==> src/rtl/ipif_regs_ext_pkg.sv <==
// Shared definitions for the IPIF register file: handshake states and register-map arithmetic.
package ipif_regs_pkg;

    typedef enum logic [1:0] {
        ST_IDLE = 2'd0,
        ST_ACK  = 2'd1,
        ST_HOLD = 2'd2
    } ipif_state_e;

    function automatic int log2_ceil(input int value);
        int bits;
        bits = 32'sd0;
        while ((32'sd1 << bits) < value) begin
            bits = bits + 32'sd1;
        end
        return bits;
    endfunction

    function automatic int at_least_one(input int value);
        return (value > 32'sd0) ? value : 32'sd1;
    endfunction

    function automatic int irq_reg_count(input int irq_width);
        return (irq_width > 32'sd0) ? 32'sd2 : 32'sd0;
    endfunction

    function automatic int total_regs(input int n_wo, input int n_rw, input int n_ro,
                                      input int n_cnt, input int irq_width);
        return n_wo + n_rw + n_ro + n_cnt + irq_reg_count(irq_width);
    endfunction

endpackage

==> src/rtl/ipif_regs_ext_if.sv <==
// Bus2IP/IP2Bus signal bundle between axi_lite_ipif (master) and the register file (slave).
interface ipif_regs_ext_if #(
    parameter int DW = 32,
    parameter int AW = 32
);
    logic [AW-1:0]   Bus2IP_Addr;
    logic            Bus2IP_CS;
    logic            Bus2IP_RNW;
    logic [DW-1:0]   Bus2IP_Data;
    logic [DW/8-1:0] Bus2IP_BE;
    logic [DW-1:0]   IP2Bus_Data;
    logic            IP2Bus_RdAck;
    logic            IP2Bus_WrAck;
    logic            IP2Bus_Error;

    modport master (
        output Bus2IP_Addr, Bus2IP_CS, Bus2IP_RNW, Bus2IP_Data, Bus2IP_BE,
        input  IP2Bus_Data, IP2Bus_RdAck, IP2Bus_WrAck, IP2Bus_Error
    );

    modport slave (
        input  Bus2IP_Addr, Bus2IP_CS, Bus2IP_RNW, Bus2IP_Data, Bus2IP_BE,
        output IP2Bus_Data, IP2Bus_RdAck, IP2Bus_WrAck, IP2Bus_Error
    );
endinterface

==> src/rtl/ipif_regs_ext_counter.sv <==
// Saturating event counter, cleared when software reads it; a clear coinciding with an increment leaves one.
module ipif_event_counter #(
    parameter int CNT_WIDTH = 32
) (
    input  logic                 clk_i,
    input  logic                 rst_ni,
    input  logic                 inc_i,
    input  logic                 clr_i,
    output logic [CNT_WIDTH-1:0] cnt_o
);
    logic [CNT_WIDTH-1:0] cnt_q;
    logic [CNT_WIDTH-1:0] cnt_d;

    // Next count: clear-on-read first, otherwise saturating increment
    always_comb begin
        cnt_d = cnt_q;
        if (clr_i) begin
            cnt_d = inc_i ? CNT_WIDTH'(1'b1) : '0;
        end else if (inc_i && (cnt_q != '1)) begin
            cnt_d = cnt_q + CNT_WIDTH'(1'b1);
        end else begin
            cnt_d = cnt_q;
        end
    end

    // Count register
    always_ff @(posedge clk_i or negedge rst_ni) begin
        if (!rst_ni) begin
            cnt_q <= '0;
        end else begin
            cnt_q <= cnt_d;
        end
    end

    assign cnt_o = cnt_q;
endmodule

==> src/rtl/ipif_regs_ext.sv <==
// IPIF register file: WO/RW/RO/counter regions plus W1C interrupt status/enable, one ack per CS strobe.
module ipif_regs_ext
    import ipif_regs_pkg::*;
#(
    parameter int  C_S_AXI_DATA_WIDTH = 32,
    parameter int  C_S_AXI_ADDR_WIDTH = 32,
    parameter int  NUM_WO_REGS        = 0,
    parameter int  NUM_RW_REGS        = 0,
    parameter int  NUM_RO_REGS        = 0,
    parameter int  NUM_CNT_REGS       = 0,
    parameter int  CNT_WIDTH          = 32,
    parameter int  IRQ_WIDTH          = 0,
    localparam int DW                 = C_S_AXI_DATA_WIDTH,
    localparam int BW                 = DW / 8,
    localparam int WO_A               = at_least_one(NUM_WO_REGS),
    localparam int RW_A               = at_least_one(NUM_RW_REGS),
    localparam int RO_A               = at_least_one(NUM_RO_REGS),
    localparam int CNT_A              = at_least_one(NUM_CNT_REGS),
    localparam int IRQ_A              = at_least_one(IRQ_WIDTH)
) (
    input  logic                Bus2IP_Clk,
    input  logic                Bus2IP_Resetn,
    ipif_regs_ext_if.slave      bus,
    output logic [WO_A*DW-1:0]  wo_regs,
    output logic [RW_A*DW-1:0]  rw_regs,
    input  logic [RO_A*DW-1:0]  ro_regs,
    input  logic [CNT_A-1:0]    cnt_inc,
    input  logic [IRQ_A-1:0]    irq_event,
    output logic                irq
);
    localparam int ADDR_LSB = log2_ceil(BW);
    localparam int TOTAL    = total_regs(NUM_WO_REGS, NUM_RW_REGS, NUM_RO_REGS, NUM_CNT_REGS, IRQ_WIDTH);
    localparam int IDX_W    = at_least_one(log2_ceil(TOTAL));
    localparam int RW_OFF   = NUM_WO_REGS;
    localparam int RO_OFF   = RW_OFF + NUM_RW_REGS;
    localparam int CNT_OFF  = RO_OFF + NUM_RO_REGS;
    localparam int IST_OFF  = CNT_OFF + NUM_CNT_REGS;
    localparam int IEN_OFF  = IST_OFF + 1;

    ipif_state_e state_q, state_d;
    logic rdack_q, rdack_d, wrack_q, wrack_d, err_q, err_d, irq_q;
    logic [DW-1:0] rdata_q, rdata_d, rd_mux_s, wr_mask_s;
    logic [C_S_AXI_ADDR_WIDTH-1:0] addr_s;
    logic [31:0] idx_s;
    logic in_range_s, fire_s, rd_fire_s, wr_fire_s;
    logic [WO_A-1:0][DW-1:0] wo_q;
    logic [RW_A-1:0][DW-1:0] rw_q;
    logic [CNT_A-1:0][CNT_WIDTH-1:0] cnt_val_s;
    logic [IRQ_A-1:0] ist_q, ien_q;
    logic unused_s;

    function automatic logic [DW-1:0] be_to_mask(input logic [BW-1:0] be);
        logic [DW-1:0] mask;
        mask = '0;
        for (int b = 0; b < BW; b++) begin
            mask[8*b +: 8] = {8{be[b]}};
        end
        return mask;
    endfunction

    function automatic logic [DW-1:0] byte_merge(input logic [DW-1:0] old_v, input logic [DW-1:0] new_v,
                                                 input logic [DW-1:0] mask);
        return (old_v & ~mask) | (new_v & mask);
    endfunction

    assign addr_s     = bus.Bus2IP_Addr;
    assign idx_s      = 32'(addr_s[ADDR_LSB +: IDX_W]);
    assign in_range_s = idx_s < 32'(TOTAL);
    assign wr_mask_s  = be_to_mask(bus.Bus2IP_BE);
    assign fire_s     = (state_q == ST_IDLE) && bus.Bus2IP_CS;
    assign rd_fire_s  = fire_s && bus.Bus2IP_RNW;
    assign wr_fire_s  = fire_s && !bus.Bus2IP_RNW;
    assign unused_s   = ^{addr_s, bus.Bus2IP_Data, cnt_inc, irq_event, ro_regs};

    // Handshake: a strobe is acknowledged once in ACK, then HOLD waits for CS to drop
    always_comb begin
        state_d = state_q;
        rdack_d = 1'b0;
        wrack_d = 1'b0;
        err_d   = 1'b0;
        case (state_q)
            ST_IDLE: begin
                if (bus.Bus2IP_CS) begin
                    state_d = ST_ACK;
                    rdack_d = bus.Bus2IP_RNW;
                    wrack_d = !bus.Bus2IP_RNW;
                    err_d   = !in_range_s;
                end else begin
                    state_d = ST_IDLE;
                end
            end
            ST_ACK:  state_d = ST_HOLD;
            ST_HOLD: begin
                if (!bus.Bus2IP_CS) begin
                    state_d = ST_IDLE;
                end else begin
                    state_d = ST_HOLD;
                end
            end
            default: state_d = ST_IDLE;
        endcase
    end

    // Read mux: one-hot OR of every readable register; WO and unmapped indices contribute zero
    always_comb begin
        rd_mux_s = '0;
        for (int i = 0; i < NUM_RW_REGS; i++)  rd_mux_s |= (idx_s == 32'(RW_OFF + i))  ? rw_q[i] : '0;
        for (int i = 0; i < NUM_RO_REGS; i++)  rd_mux_s |= (idx_s == 32'(RO_OFF + i))  ? ro_regs[i*DW +: DW] : '0;
        for (int i = 0; i < NUM_CNT_REGS; i++) rd_mux_s |= (idx_s == 32'(CNT_OFF + i)) ? DW'(cnt_val_s[i]) : '0;
        rd_mux_s |= (idx_s == 32'(IST_OFF)) ? DW'(ist_q) : '0;
        rd_mux_s |= (idx_s == 32'(IEN_OFF)) ? DW'(ien_q) : '0;
        rdata_d   = (rd_fire_s && in_range_s) ? rd_mux_s : '0;
    end

    // FSM state and registered bus responses
    always_ff @(posedge Bus2IP_Clk or negedge Bus2IP_Resetn) begin
        if (!Bus2IP_Resetn) begin
            state_q <= ST_IDLE;
            rdack_q <= 1'b0;
            wrack_q <= 1'b0;
            err_q   <= 1'b0;
            rdata_q <= '0;
            irq_q   <= 1'b0;
        end else begin
            state_q <= state_d;
            rdack_q <= rdack_d;
            wrack_q <= wrack_d;
            err_q   <= err_d;
            rdata_q <= rdata_d;
            irq_q   <= |(ist_q & ien_q);
        end
    end

    // WO and RW storage, byte-lane merged on the committing write
    always_ff @(posedge Bus2IP_Clk or negedge Bus2IP_Resetn) begin
        if (!Bus2IP_Resetn) begin
            wo_q <= '0;
            rw_q <= '0;
        end else begin
            for (int i = 0; i < NUM_WO_REGS; i++) begin
                if (wr_fire_s && (idx_s == 32'(i))) wo_q[i] <= byte_merge(wo_q[i], bus.Bus2IP_Data, wr_mask_s);
            end
            for (int i = 0; i < NUM_RW_REGS; i++) begin
                if (wr_fire_s && (idx_s == 32'(RW_OFF + i))) rw_q[i] <= byte_merge(rw_q[i], bus.Bus2IP_Data, wr_mask_s);
            end
        end
    end

    if (NUM_CNT_REGS > 0) begin : g_cnt
        for (genvar g = 0; g < NUM_CNT_REGS; g++) begin : g_inst
            ipif_event_counter #(.CNT_WIDTH(CNT_WIDTH)) u_cnt (
                .clk_i  (Bus2IP_Clk),
                .rst_ni (Bus2IP_Resetn),
                .inc_i  (cnt_inc[g]),
                .clr_i  (rd_fire_s && (idx_s == 32'(CNT_OFF + g))),
                .cnt_o  (cnt_val_s[g])
            );
        end
    end else begin : g_no_cnt
        assign cnt_val_s = '0;
    end

    if (IRQ_WIDTH > 0) begin : g_irq
        logic [IRQ_A-1:0] ist_d, ien_d, clr_s;
        assign clr_s = IRQ_A'(bus.Bus2IP_Data & wr_mask_s);

        // Status is W1C with new events winning; enable is a byte-enabled write
        always_comb begin
            ist_d = ist_q;
            ien_d = ien_q;
            if (wr_fire_s && (idx_s == 32'(IST_OFF))) begin
                ist_d = (ist_q & ~clr_s) | irq_event;
            end else begin
                ist_d = ist_q | irq_event;
            end
            if (wr_fire_s && (idx_s == 32'(IEN_OFF))) begin
                ien_d = IRQ_A'(byte_merge(DW'(ien_q), bus.Bus2IP_Data, wr_mask_s));
            end else begin
                ien_d = ien_q;
            end
        end

        // Interrupt status and enable registers
        always_ff @(posedge Bus2IP_Clk or negedge Bus2IP_Resetn) begin
            if (!Bus2IP_Resetn) begin
                ist_q <= '0;
                ien_q <= '0;
            end else begin
                ist_q <= ist_d;
                ien_q <= ien_d;
            end
        end
    end else begin : g_no_irq
        assign ist_q = '0;
        assign ien_q = '0;
    end

    assign bus.IP2Bus_Data  = rdata_q;
    assign bus.IP2Bus_RdAck = rdack_q;
    assign bus.IP2Bus_WrAck = wrack_q;
    assign bus.IP2Bus_Error = err_q;
    assign wo_regs          = wo_q;
    assign rw_regs          = rw_q;
    assign irq              = irq_q;
endmodule
==> src/flat_wrapper.sv <==
// flat-port wrapper written by rule: the top's interface ports become plain ports
module ipif_regs_ext_flat import ipif_regs_pkg::*;
#(
    parameter int  C_S_AXI_DATA_WIDTH = 32,
    parameter int  C_S_AXI_ADDR_WIDTH = 32,
    parameter int  NUM_WO_REGS        = 0,
    parameter int  NUM_RW_REGS        = 0,
    parameter int  NUM_RO_REGS        = 0,
    parameter int  NUM_CNT_REGS       = 0,
    parameter int  CNT_WIDTH          = 32,
    parameter int  IRQ_WIDTH          = 0,
    localparam int DW                 = C_S_AXI_DATA_WIDTH,
    localparam int BW                 = DW / 8,
    localparam int WO_A               = at_least_one(NUM_WO_REGS),
    localparam int RW_A               = at_least_one(NUM_RW_REGS),
    localparam int RO_A               = at_least_one(NUM_RO_REGS),
    localparam int CNT_A              = at_least_one(NUM_CNT_REGS),
    localparam int IRQ_A              = at_least_one(IRQ_WIDTH)
)
  (Bus2IP_Clk, Bus2IP_Resetn, wo_regs, rw_regs, ro_regs, cnt_inc, irq_event, irq, bus_Bus2IP_Addr, bus_Bus2IP_CS, bus_Bus2IP_RNW, bus_Bus2IP_Data, bus_Bus2IP_BE, bus_IP2Bus_Data, bus_IP2Bus_RdAck, bus_IP2Bus_WrAck, bus_IP2Bus_Error);
  ipif_regs_ext_if bus_i ();
  input  logic Bus2IP_Clk;
  input  logic Bus2IP_Resetn;
  output logic [WO_A*DW-1:0] wo_regs;
  output logic [RW_A*DW-1:0] rw_regs;
  input  logic [RO_A*DW-1:0] ro_regs;
  input  logic [CNT_A-1:0] cnt_inc;
  input  logic [IRQ_A-1:0] irq_event;
  output logic irq;
  input wire logic [$bits(bus_i.Bus2IP_Addr)-1:0] bus_Bus2IP_Addr;
  input wire logic [$bits(bus_i.Bus2IP_CS)-1:0] bus_Bus2IP_CS;
  input wire logic [$bits(bus_i.Bus2IP_RNW)-1:0] bus_Bus2IP_RNW;
  input wire logic [$bits(bus_i.Bus2IP_Data)-1:0] bus_Bus2IP_Data;
  input wire logic [$bits(bus_i.Bus2IP_BE)-1:0] bus_Bus2IP_BE;
  output wire logic [$bits(bus_i.IP2Bus_Data)-1:0] bus_IP2Bus_Data;
  output wire logic [$bits(bus_i.IP2Bus_RdAck)-1:0] bus_IP2Bus_RdAck;
  output wire logic [$bits(bus_i.IP2Bus_WrAck)-1:0] bus_IP2Bus_WrAck;
  output wire logic [$bits(bus_i.IP2Bus_Error)-1:0] bus_IP2Bus_Error;
  assign bus_i.Bus2IP_Addr = bus_Bus2IP_Addr;
  assign bus_i.Bus2IP_CS = bus_Bus2IP_CS;
  assign bus_i.Bus2IP_RNW = bus_Bus2IP_RNW;
  assign bus_i.Bus2IP_Data = bus_Bus2IP_Data;
  assign bus_i.Bus2IP_BE = bus_Bus2IP_BE;
  assign bus_IP2Bus_Data = bus_i.IP2Bus_Data;
  assign bus_IP2Bus_RdAck = bus_i.IP2Bus_RdAck;
  assign bus_IP2Bus_WrAck = bus_i.IP2Bus_WrAck;
  assign bus_IP2Bus_Error = bus_i.IP2Bus_Error;
  ipif_regs_ext #(.C_S_AXI_DATA_WIDTH(C_S_AXI_DATA_WIDTH), .C_S_AXI_ADDR_WIDTH(C_S_AXI_ADDR_WIDTH), .NUM_WO_REGS(NUM_WO_REGS), .NUM_RW_REGS(NUM_RW_REGS), .NUM_RO_REGS(NUM_RO_REGS), .NUM_CNT_REGS(NUM_CNT_REGS), .CNT_WIDTH(CNT_WIDTH), .IRQ_WIDTH(IRQ_WIDTH)) u_core (.Bus2IP_Clk(Bus2IP_Clk), .Bus2IP_Resetn(Bus2IP_Resetn), .bus(bus_i), .wo_regs(wo_regs), .rw_regs(rw_regs), .ro_regs(ro_regs), .cnt_inc(cnt_inc), .irq_event(irq_event), .irq(irq));
endmodule
==> config.mk <==
export PLATFORM = sky130hd
export DESIGN_NAME = ipif_regs_ext_flat
export DESIGN_NICKNAME = d
export VERILOG_FILES = /design/src/rtl/ipif_regs_ext_pkg.sv /design/src/rtl/ipif_regs_ext_if.sv /design/src/rtl/ipif_regs_ext_counter.sv /design/src/rtl/ipif_regs_ext.sv /design/src/flat_wrapper.sv
export SDC_FILE = /design/constraint.sdc
export NUM_CORES = 1
export LEC_CHECK = 0
export ABC_AREA = 1
export CAP_MARGIN = 0
export CORE_ASPECT_RATIO = 0.9
export CORE_MARGIN = 8
export CORE_UTILIZATION = 18
export DETAILED_ROUTE_END_ITERATION = 10
export MAX_ROUTING_LAYER = met4
export PLACE_DENSITY = 0.87
export SLEW_MARGIN = 0
export SYNTH_ARGS = -nofsm -noshare
export SYNTH_HDL_FRONTEND = slang
export SYNTH_SLANG_ARGS = --single-unit
==> constraint.sdc <==
create_clock -name Bus2IP_Clk -period 0.94 [get_ports Bus2IP_Clk]
set_clock_uncertainty 0.15 [all_clocks]
set_input_delay 0.188 -clock Bus2IP_Clk [delete_from_list [all_inputs] [get_ports Bus2IP_Clk]]
set_output_delay 0.188 -clock Bus2IP_Clk [all_outputs]
set_load 0.02 [all_outputs]
== Word level (Yosys, flattened, before mapping) ==
Index checks and enable logic that the tools add are counted.
Storage, ports and cells
  flip-flop bits (word level): 5
  output and inout bits: 100
  input port bits: 106
  logic and storage cells: 19
Cells by class
  magnitude comparators: 1
  muxes and demuxes: 9
  reductions and logical operators: 3
  equality and inequality tests: 2
Operators with widths (number)
  $mux W1: 7
  $pmux W2 S3: 1
  $eq A2 B1 Y1 const B: 1
  $eq A2 B2 Y1 const B: 1
  $logic_not A1 Y1: 2
  $logic_not A2 Y1: 1
  $mux W2: 1
  $lt A1 B1 Y1 const B: 1

== Longest topological paths before layout ==
Gate-level depths: netlist of the first run.
  depth in word-level cells: 4
  depth in mapped cells: 3
  gate-level depth less buffers: 3

== Worst setup path after synthesis of the first run ==
Ideal clock, no wire load.
  path type: reg-to-reg
  from: register u_core.state_q[1]
  to: register u_core.wrack_q, in the netlist u_core.bus.IP2Bus_WrAck
  required time: 719 ps
  buffers on the path: 0
  slack: 157 ps
  data arrival time: 562 ps
  clock period less this slack: 783 ps
  cell stages (with the launch flop): 4
  cells stage by stage: dfrtp_1 -> inv_2 -> nand2_2 -> nor2_1
Between the ends
  cells in the longest elaborated chain, start to end: 2
Ends and longest elaborated chain
  start: declaration: RTL line ipif_regs_ext.sv:40  | ipif_state_e state_q, state_d;
  start signal: assignment: RTL line ipif_regs_ext.sv:125  | state_q <= state_d;
  $logic_not A2 Y1
  $mux W1: RTL line ipif_regs_ext.sv:81  | case (state_q)
  via u_core.wrack_d: RTL line ipif_regs_ext.sv:41  | logic rdack_q, rdack_d, wrack_q, wrack_d, err_q, err_d, irq_q;
  end signal: assignment: RTL line ipif_regs_ext.sv:127  | wrack_q <= wrack_d;
  end: declaration: RTL line ipif_regs_ext.sv:41
The timed path passes the listed nets, and every way through them passes these cells.

== Final worst setup path of the first run ==
  from: register u_core.rdack_q, in the netlist u_core.bus.IP2Bus_RdAck
  to: output bus_IP2Bus_RdAck
RTL lines
  start: declaration: RTL line ipif_regs_ext.sv:41
  start signal: assignment: RTL line ipif_regs_ext.sv:126  | rdack_q <= rdack_d;
  end: declaration: RTL line flat_wrapper.sv:36  | output wire logic [$bits(bus_i.IP2Bus_RdAck)-1:0] bus_IP2Bus_RdAck;
No word-level cell between the ends.

==> results_dict.tcl, run 1 <==
set metrics [dict create \
    result_of_the_run "complete, but fails checks" \
    violations "setup timing" \
    antenna_left 0 \
    crit_type "register to output port" \
    multiInputGateArea_sq_um 409 \
    p_leak_nw 0.471 \
    cp_cell_sequence "buf_6" \
    layout.cells.most_common "conb_1" \
    drt-vias-per-instance 2.11 \
    tritoncts "done" \
    cap_viol_max_count 0 \
    final_max_slew_viols 0 \
    core_region_area_sq_um 4860 \
    vdd.ir_drop.worst_mv 0.552 \
    area_delta_synth_final_pct -19.5 \
    first_global_vias 530 \
    clkSlewWorstSetupHoldPaths_ns 0.03 \
    die-area_sq_um 7610 \
    worstPathRequired_ns 0.60 \
    grt_max_degree 6 \
    initial_standard_cell_utilization_of_the_core_pct 18.8 \
    final.setup.worst_slack_ns -0.107 \
    critical_path.top_delay_family "flip-flops" \
    setup.reg_to_reg.worst_slack_ns 0.10 \
    layout.cells.most_common_list "97 x conb_1, 5 x nand2_1, 5 x dfrtp_1, 4 x nor2_1" \
    timing.critical_path.arrival_ns 0.71 \
    p_per_area_nw_per_um2 1760 \
    ys_seq_elements 5 \
    max_clock_freq_mhz 955 \
    detail_route.drc_violations 0 \
    worst_r2r_startpoint "u_core.state_q[1]" \
    power_mw 1.30 \
    drt_first_iter_violations 0 \
    cts.hold.buffers_added 0 \
    ys_warn_count 64 \
    routed_wire_length_per_instance_um 7.49 \
    core.rowCount 24 \
    io_pins 206 \
    rsz0062_at_grt "true" \
    numCtsBuffers 3 \
    post_route_cells_drive_above_1_share_pct 7.14 \
    synth_area_per_cell_sq_um 7.81 \
    globalRoute.totalOverflow 0 \
    nNetsFinal 233 \
    hold_class "primary input to asynchronous set/reset pin" \
    layout_worst_path_cycle_share_pct 111 \
    synth_seq_area_share_pct 13.7 \
    register_area_sq_um 125 \
    clock_tree_buf_depth 2 \
    yosysUniqueCellTypes 9 \
    routed_wirelength_um 1430 \
    totalNegativeSetupSlack_ns -0.317 \
    number_of_antenna_violations_at_the_first_check_in_global_routing 0 \
    first_pass_iters 1 \
    cp_num_cells 1 \
    netlist_area_sq_um 913 \
    placement.io_buffers 6 \
    hold_viol 0 \
    worst-path-max-fanout 1 \
    cts_setup_buffers 0 \
    startpoint_type "register" \
    route.vias.total 403 \
    layout_min_cycle_time_ns 1.05 \
    insertion_delay_to_the_later_sink_of_the_worst_skew_pair_ns 0.22 \
    detailedPlace.worstSlack_ns -0.307 \
    fillerInstances 566 \
    worstSetupEndpointType "output port" \
    gpl.final_weighted_congestion 0.711 \
    setup-violations-final 3 \
    hpwlAfterDp_um 1340 \
    worstSetupStartpoint "u_core.bus.IP2Bus_RdAck" \
    finalHoldWorstSlack_ns 0.0385 \
    critical_path_cell_with_the_highest_stage_delay "dfrtp_1" \
    floorplan.die.width_um 91.1 \
    critPathMaxStageDelay_ns 0.36 \
    reg2reg_depth 3 \
    root_buffer "clkbuf_8" \
    h-tree-depth 1 \
    diodes 0 \
    cts.sink_count 5 \
    rr_endpoint "u_core.bus.IP2Bus_WrAck" \
    die_height_um 83.6 \
    crit_path_end "bus_IP2Bus_RdAck" \
    postLayoutCoreUtil_pct 15.1 \
    synthesized_instance_count 117 \
    worstPathBufferInverterCount 1 \
    grt_util_all_layers_pct 3.36 \
    grt_pass1_wl_um 2150 \
]
[area by class of cell]
class,instances,area share [%]
sequential,5,17.0
timing repair buffer,6,8.67
multi-input combinational,108,55.6
tap,65,11.1
clock buffer,4,6.12
inverter,3,1.53
[kinds of logic (layout without fill, tap and decap cells)]
logic type	after synthesis	in the layout	share of synthesized area, %
buffers and inverters	100	13	81.0
DFF	5	5	13.7
other	1	97	0.411
and+or+nand+nor	11	11	4.93
[flip-flops by register name, indices dropped and copies added, names as in the netlist]
| name | cells |
|---|---|
| u_core.bus.IP2Bus_Error | 1 |
| u_core.bus.IP2Bus_RdAck | 1 |
| u_core.bus.IP2Bus_WrAck | 1 |
| u_core.state_q | 2 |
[worst min-delay path by stage]
| stage | start | to | slack [ns] | cells past startpoint |
|---|---|---|---|---|
| final | Bus2IP_Resetn | u_core.bus.IP2Bus_Error | 0.04 | 1 |
| after global routing | Bus2IP_Resetn | u_core.bus.IP2Bus_Error | 0.05 | 1 |
| after CTS | Bus2IP_Resetn | u_core.bus.IP2Bus_Error | 0.04 | 1 |
| after detailed placement | Bus2IP_Resetn | u_core.state_q[1] | 0.27 | 1 |
| after global placement | Bus2IP_Resetn | u_core.bus.IP2Bus_RdAck | 0.27 | 1 |
| after floorplan | Bus2IP_Resetn | u_core.bus.IP2Bus_Error | -0.26 | 0 |
[Yosys cell counts]
master	count	share of area [%]
nand2_2	1	0.69
buf_4	97	80
nand3_1	1	0.55
conb_1	1	0.41
nand2_1	5	2.1
inv_2	2	0.82
dfrtp_1	5	14
nor2_1	4	1.6
inv_1	1	0.41
[where the power goes]
part           total, mW  switching, mW  internal, mW
combinational      0.580          0.475         0.105
sequential         0.329         0.0480         0.281
clock              0.389         0.0982         0.290
total               1.30          0.621         0.676
[timing repair]
| action | 4_1_cts | 5_1_grt |
|---|---|---|
| gates cloned | 0 | 0 |
| gates resized for setup | 18 | 0 |
| endpoints found under the setup margin | 3 | 3 |
[routing by layer]
metal | vias to the layer above | wire, um | GRT usage, %
met4 | 0 | 32 | 2.23
met3 | 4 | 228 | 2.43
li1 | 171 | - | -
met2 | 65 | 653 | 4.94
met1 | 163 | 515 | 3.04
met5 | - | 0 | -
[per-stage QoR]
step / std cells / instance area (sq um)
finish: 191 / 736
global route: 191 / 736
CTS: 191 / 736
detailed placement: 187 / 687
global placement: 187 / 687
floorplan: 213 / 1270
Power figures use the tool's default switching activity.
==> inputs of run 2 (changes only) <==
==> constraint.sdc (replaced) <==
create_clock -name Bus2IP_Clk -period 1.2 [get_ports Bus2IP_Clk]
set_clock_uncertainty 0.15 [all_clocks]
set_input_delay 0.24 -clock Bus2IP_Clk [delete_from_list [all_inputs] [get_ports Bus2IP_Clk]]
set_output_delay 0.24 -clock Bus2IP_Clk [all_outputs]
set_load 0.02 [all_outputs]
==> run 2 against run 1 <==
Effect of this change: final cell count stayed put; non-clock buffer count unchanged; sequential share of layout area increased by 0.45 points; design area decreased by 2.6%; via count rose by 0.74%; largest power group unchanged; the run now ends clean; routed wire length decreased by 1.0%.
==> results_dict.tcl, run 2 (synthesized netlist as in run 1, its figures left out) <==
set metrics [dict create \
    nNetsFinal 233 \
    setup-violations-final 0 \
    grt_max_degree 6 \
    vdd.ir_drop.worst_mv 0.436 \
    io_pins 206 \
    drt_first_iter_violations 5 \
    first_pass_iters 2 \
    cts.sink_count 5 \
    final_max_slew_viols 0 \
    layout.cells.non_filler 191 \
    met3RoutedLength_um 238 \
    area_delta_synth_final_pct -21.5 \
    worstPathBufferInverterCount 1 \
    detailed_place.area_sq_um 687 \
    max_clock_freq_mhz 902 \
    wl_met2_um 649 \
    floorplan.die.width_um 91.1 \
    layout.cells.most_common "conb_1" \
    post-route-cell-area_sq_um 717 \
    placement.io_buffers 6 \
    rsz0062_at_grt "false" \
    h-tree-depth 1 \
    p_leak_nw 0.468 \
    finalHoldWorstSlack_ns 0.0926 \
    core_region_area_sq_um 4860 \
    critPathMaxStageDelay_ns 0.35 \
    detailedPlace.worstSlack_ns -0.107 \
    regMostFlops "u_core.state_q" \
    layout_min_cycle_time_ns 1.11 \
    startpoint_type "register" \
    drt-vias-per-instance 2.13 \
    result_of_the_run "finished, final reports clean" \
    layout.cells.most_common_list "97 x conb_1, 5 x nand2_1, 5 x dfrtp_1, 4 x nor2_1" \
    worstSetupEndpointType "output port" \
    root_buffer "clkbuf_8" \
    globalRoute.totalOverflow 0 \
    routed_wirelength_um 1420 \
    post_route_cells_drive_above_1_share_pct 7.14 \
    grt_util_all_layers_pct 3.37 \
    tritoncts "done" \
    placed_cells_incl_taps 187 \
    number_of_antenna_violations_at_the_first_check_in_global_routing 0 \
    grt_pass1_wl_um 2170 \
    cap_viol_max_count 0 \
    detail_route.drc_violations 0 \
    crit_type "register to output port" \
    p_per_area_nw_per_um2 1370 \
    largest_reg_flops 2 \
    totalNegativeSetupSlack_ns 0 \
    cts.hold.buffers_added 0 \
    routed.top_layer "met4" \
    die_height_um 83.6 \
    diodes 0 \
    hpwlAfterDp_um 1340 \
    critical_path_cell_with_the_highest_stage_delay "dfrtp_1" \
    route.vias.total 406 \
    worst-path-max-fanout 1 \
    timing.critical_path.arrival_ns 0.72 \
    die-area_sq_um 7610 \
    initial_standard_cell_utilization_of_the_core_pct 18.8 \
    core.rowCount 24 \
    insertion_delay_to_the_later_sink_of_the_worst_skew_pair_ns 0.22 \
    gpl.final_weighted_congestion 0.710 \
    critical_path.top_delay_family "flip-flops" \
    m1_wl_um 509 \
    final.setup.worst_slack_ns 0.0914 \
    first_global_vias 534 \
    numCtsBuffers 3 \
    antenna_left 0 \
    clkSlewWorstSetupHoldPaths_ns 0.03 \
    layout_worst_path_cycle_share_pct 92.4 \
    power_mw 0.981 \
    hold_class "primary input to asynchronous set/reset pin" \
    clock_tree_buf_depth 2 \
    hold_viol 0 \
    cp_cell_sequence "buf_2" \
    worstPathRequired_ns 0.81 \
    postLayoutCoreUtil_pct 14.7 \
    routed_wire_length_per_instance_um 7.41 \
]
[run 2: cell counts in the layout (fill, tap and decap cells not counted)]
No cell type changed its count.
[run 2: final timing paths]
| kind | start | to | slack [ns] | cells past startpoint |
|---|---|---|---|---|
| worst min-delay path | Bus2IP_Resetn | u_core.bus.IP2Bus_Error | 0.09 | 1 |
| max in group asynchronous | Bus2IP_Resetn | u_core.bus.IP2Bus_RdAck | 0.62 | 1 |
| worst min register to register | u_core.state_q[1] | u_core.bus.IP2Bus_Error | 0.34 | 1 |
| worst max register to register | u_core.state_q[1] | u_core.bus.IP2Bus_WrAck | 0.37 | 3 |
| worst max-delay path | u_core.bus.IP2Bus_WrAck | bus_IP2Bus_WrAck | 0.09 | 1 |
| min in group Bus2IP_Clk | u_core.state_q[1] | u_core.bus.IP2Bus_Error | 0.34 | 1 |
[run 2: routing by layer]
| layer | track usage (%) | vias to the layer above |
|---|---|---|
| met2 | 4.94 | 64 |
| li1 | - | 173 |
| met3 | 2.79 | 2 |
| met1 | 3.03 | 167 |
| met4 | 1.78 | 0 |
| met5 | - | - |
[run 2: worst register-to-register path, delay by kind of cell (launching register included)]
family                 cells  cell delay [ns]
flip-flops                 1             0.40
buffers and inverters      1             0.07
AND/OR/NAND/NOR            2             0.13
[run 2: where the power goes]
group | leakage [nW] | switching (mW) | internal, mW
registers | 0.0652 | 0.0312 | 0.220
clock network | 0.0228 | 0.0763 | 0.227
logic | 0.380 | 0.371 | 0.0557
[run 2: final cells by class]
cell class,instances,area (sq um)
clock buffer,4,45.0
fill,572,4150
inverter,3,11.3
multi-input combinational,108,409
sequential,5,125
tap,65,81.3
timing repair buffer,6,45.0
[run 2: repair_timing]
| item | 4_1_cts | 5_1_grt |
|---|---|---|
| hold endpoints to repair | 0 | 0 |
| setup buffers | 0 | 0 |
| endpoints found under the setup margin | 3 | 0 |
| gates resized for setup | 12 | 0 |
==> inputs of run 3 (changes only) <==
--- a/config.mk
+++ b/config.mk
@@ -7,12 +7,12 @@
 export LEC_CHECK = 0
 export ABC_AREA = 1
 export CAP_MARGIN = 0
-export CORE_ASPECT_RATIO = 0.9
-export CORE_MARGIN = 8
-export CORE_UTILIZATION = 18
+export CORE_AREA = 3 3 78 80
+export CTS_CLUSTER_DIAMETER = 40
 export DETAILED_ROUTE_END_ITERATION = 10
+export DIE_AREA = 0 0 81 83
 export MAX_ROUTING_LAYER = met4
-export PLACE_DENSITY = 0.87
+export PLACE_DENSITY = 0.81
 export SLEW_MARGIN = 0
 export SYNTH_ARGS = -nofsm -noshare
 export SYNTH_HDL_FRONTEND = slang
==> run 3 against run 2 <==
Effect of this change: clock power barely moved; fmax barely moved; setup slack improved by 0.00053 ns; global-route usage fell by 1.6 points; non-clock buffer count did not move; hold slack got worse by 0.0043 ns; combinational power fell by 1%; register-to-register slack got worse by 0.02 ns; first-iteration DRC count rose to 4.6 times the previous value; via count rose by 0.99%; sequential power barely moved; critical endpoint is now bus_IP2Bus_Error; largest cell class unchanged.
==> results_dict.tcl, run 3 (synthesized netlist as in run 1, its figures left out) <==
set metrics [dict create \
    number_of_antenna_violations_at_the_first_check_in_global_routing 0 \
    timing.critical_path.arrival_ns 0.72 \
    cts.sink_count 5 \
    hold_viol 0 \
    die-area_sq_um 6720 \
    result_of_the_run "finished, final reports clean" \
    multiInputGateArea_sq_um 409 \
    cap_viol_max_count 0 \
    floorplan.die.width_um 81 \
    area_delta_synth_final_pct -20.5 \
    drt-vias-per-instance 2.07 \
    clock_tree_buf_depth 2 \
    regMostFlops "u_core.state_q" \
    internal_power_mw 0.503 \
    register_area_sq_um 125 \
    first_global_vias 215 \
    layout.cells.most_common "conb_1" \
    globalRoute.totalOverflow 0 \
    nNetsFinal 233 \
    core_region_area_sq_um 5470 \
    grt_pass1_wl_um 897 \
    initial_standard_cell_utilization_of_the_core_pct 16.7 \
    drt_first_iter_violations 23 \
    net_switching_fraction_of_the_power_pct 48.6 \
    largest_reg_flops 2 \
    crit_type "register to output port" \
    grt_util_all_layers_pct 1.82 \
    routed_wirelength_um 878 \
    tritoncts "done" \
    layout_min_cycle_time_ns 1.11 \
    reported_net_switching_power_mw 0.475 \
    first_pass_iters 4 \
    share_clk_of_total_power_pct 31.1 \
    post-route-cell-area_sq_um 726 \
    fillerInstances 641 \
    h-tree-depth 1 \
    worst-path-max-fanout 1 \
    startpoint_type "register" \
    detail_route.drc_violations 0 \
    grt.met1_usage_pct 1.04 \
    cp_cell_sequence "buf_2" \
    gpl.final_weighted_congestion 0.460 \
    critical_path.top_delay_family "flip-flops" \
    detailed_place.area_sq_um 696 \
    antenna_left 0 \
    insertion_delay_to_the_later_sink_of_the_worst_skew_pair_ns 0.22 \
    hpwlAfterDp_um 803 \
    layout_worst_path_cycle_share_pct 92.3 \
    p_leak_nw 0.468 \
    vdd.ir_drop.worst_mv 0.407 \
    core.rowCount 27 \
    post_route_cells_drive_above_1_share_pct 7.14 \
    worstPathBufferInverterCount 1 \
    critical_path_cell_with_the_highest_stage_delay "dfrtp_1" \
    io_pins 206 \
    root_buffer "clkbuf_8" \
    clkSlewWorstSetupHoldPaths_ns 0.03 \
    route.vias.total 410 \
    placement.io_buffers 6 \
    layout.cells.most_common_list "97 x conb_1, 5 x nand2_1, 5 x dfrtp_1, 4 x nor2_1" \
    critPathMaxStageDelay_ns 0.35 \
    p_per_area_nw_per_um2 1350 \
    final_max_slew_viols 0 \
    die_height_um 83 \
    pwr-share-seq_pct 25.9 \
    grt_max_degree 6 \
    power_mw 0.978 \
    rsz0062_at_grt "false" \
    max_clock_freq_mhz 902 \
    groute.layer.met3.usage_pct 0.651 \
    globalRoute.busiestLayer "met2" \
    hold_class "primary input to asynchronous set/reset pin" \
    pwr-share-comb_pct 43.0 \
    use_met2_pct 3.29 \
    numCtsBuffers 3 \
    setup-violations-final 0 \
    worstPathRequired_ns 0.81 \
    routed_wire_length_per_instance_um 4.43 \
    diodes 0 \
    worstSetupEndpointType "output port" \
]
run 3: path summary, 6_finish.rpt:
kind                                         start                       to  slack [ns]  cells past startpoint
setup / recovery           u_core.bus.IP2Bus_Error         bus_IP2Bus_Error        0.09                      1
hold / removal                       Bus2IP_Resetn        u_core.state_q[1]        0.09                      1
setup reg to reg                 u_core.state_q[1]  u_core.bus.IP2Bus_RdAck        0.35                      3
hold reg to reg                  u_core.state_q[1]        u_core.state_q[0]        0.35                      1
max in group asynchronous            Bus2IP_Resetn  u_core.bus.IP2Bus_Error        0.63                      1
min in group Bus2IP_Clk          u_core.state_q[1]        u_core.state_q[0]        0.35                      1
run 3: final cells by class:
type / instances / area share (%)
Clock buffer: 4 / 6.21
Inverter: 3 / 1.55
Multi-Input combinational cell: 108 / 56.4
Sequential cell: 5 / 17.2
Tap cell: 72 / 12.4
Timing Repair Buffer: 6 / 6.21
run 3: power by group through the flow:
| stage | combinational, mW | clock, mW | sequential [mW] |
|---|---|---|---|
| 2_1_floorplan | 0.578 | 0 | 0.280 |
| 3_3_place_gp | 0.428 | 0 | 0.251 |
| 3_5_place_dp | 0.435 | 0 | 0.258 |
| 4_1_cts | 0.414 | 0.311 | 0.255 |
| 5_1_grt | 0.455 | 0.327 | 0.261 |
| 6_report | 0.420 | 0.304 | 0.254 |
run 3: metrics by stage:
stage / std cells / TNS (ns) / setup slack, ns / util (%) / hold WS [ns]
2_1_floorplan: 213 / 0 / 0.394 / - / -0.206
3_3_place_gp: 194 / -0.238 / -0.0825 / 12.7 / 0.319
3_5_place_dp: 194 / -0.279 / -0.0995 / 12.7 / 0.324
4_1_cts: 198 / 0 / 0.0793 / 13.3 / 0.0940
5_1_grt: 198 / 0 / 0.0693 / 13.3 / 0.108
6_report: 198 / 0 / 0.0919 / 13.3 / 0.0882
run 3: worst reg2reg max path, stage by stage (launching register included):
cell and delay (ns):
dfrtp_1 0.41, inv_2 0.08, nand2_2 0.05, nor2_1 0.08
run 3: routing by layer:
| metal | up-vias | routed length (um) |
|---|---|---|
| met5 | - | 0 |
| met4 | 0 | 21 |
| met3 | 4 | 308 |
| met2 | 69 | 407 |
| met1 | 166 | 141 |
| li1 | 171 | - |
run 3: repair_timing:
item | in CTS | in global routing
resized for setup | 12 | 0
setup buffers | 0 | 0
hold buffers | 0 | 0
setup endpoints to repair | 3 | 0
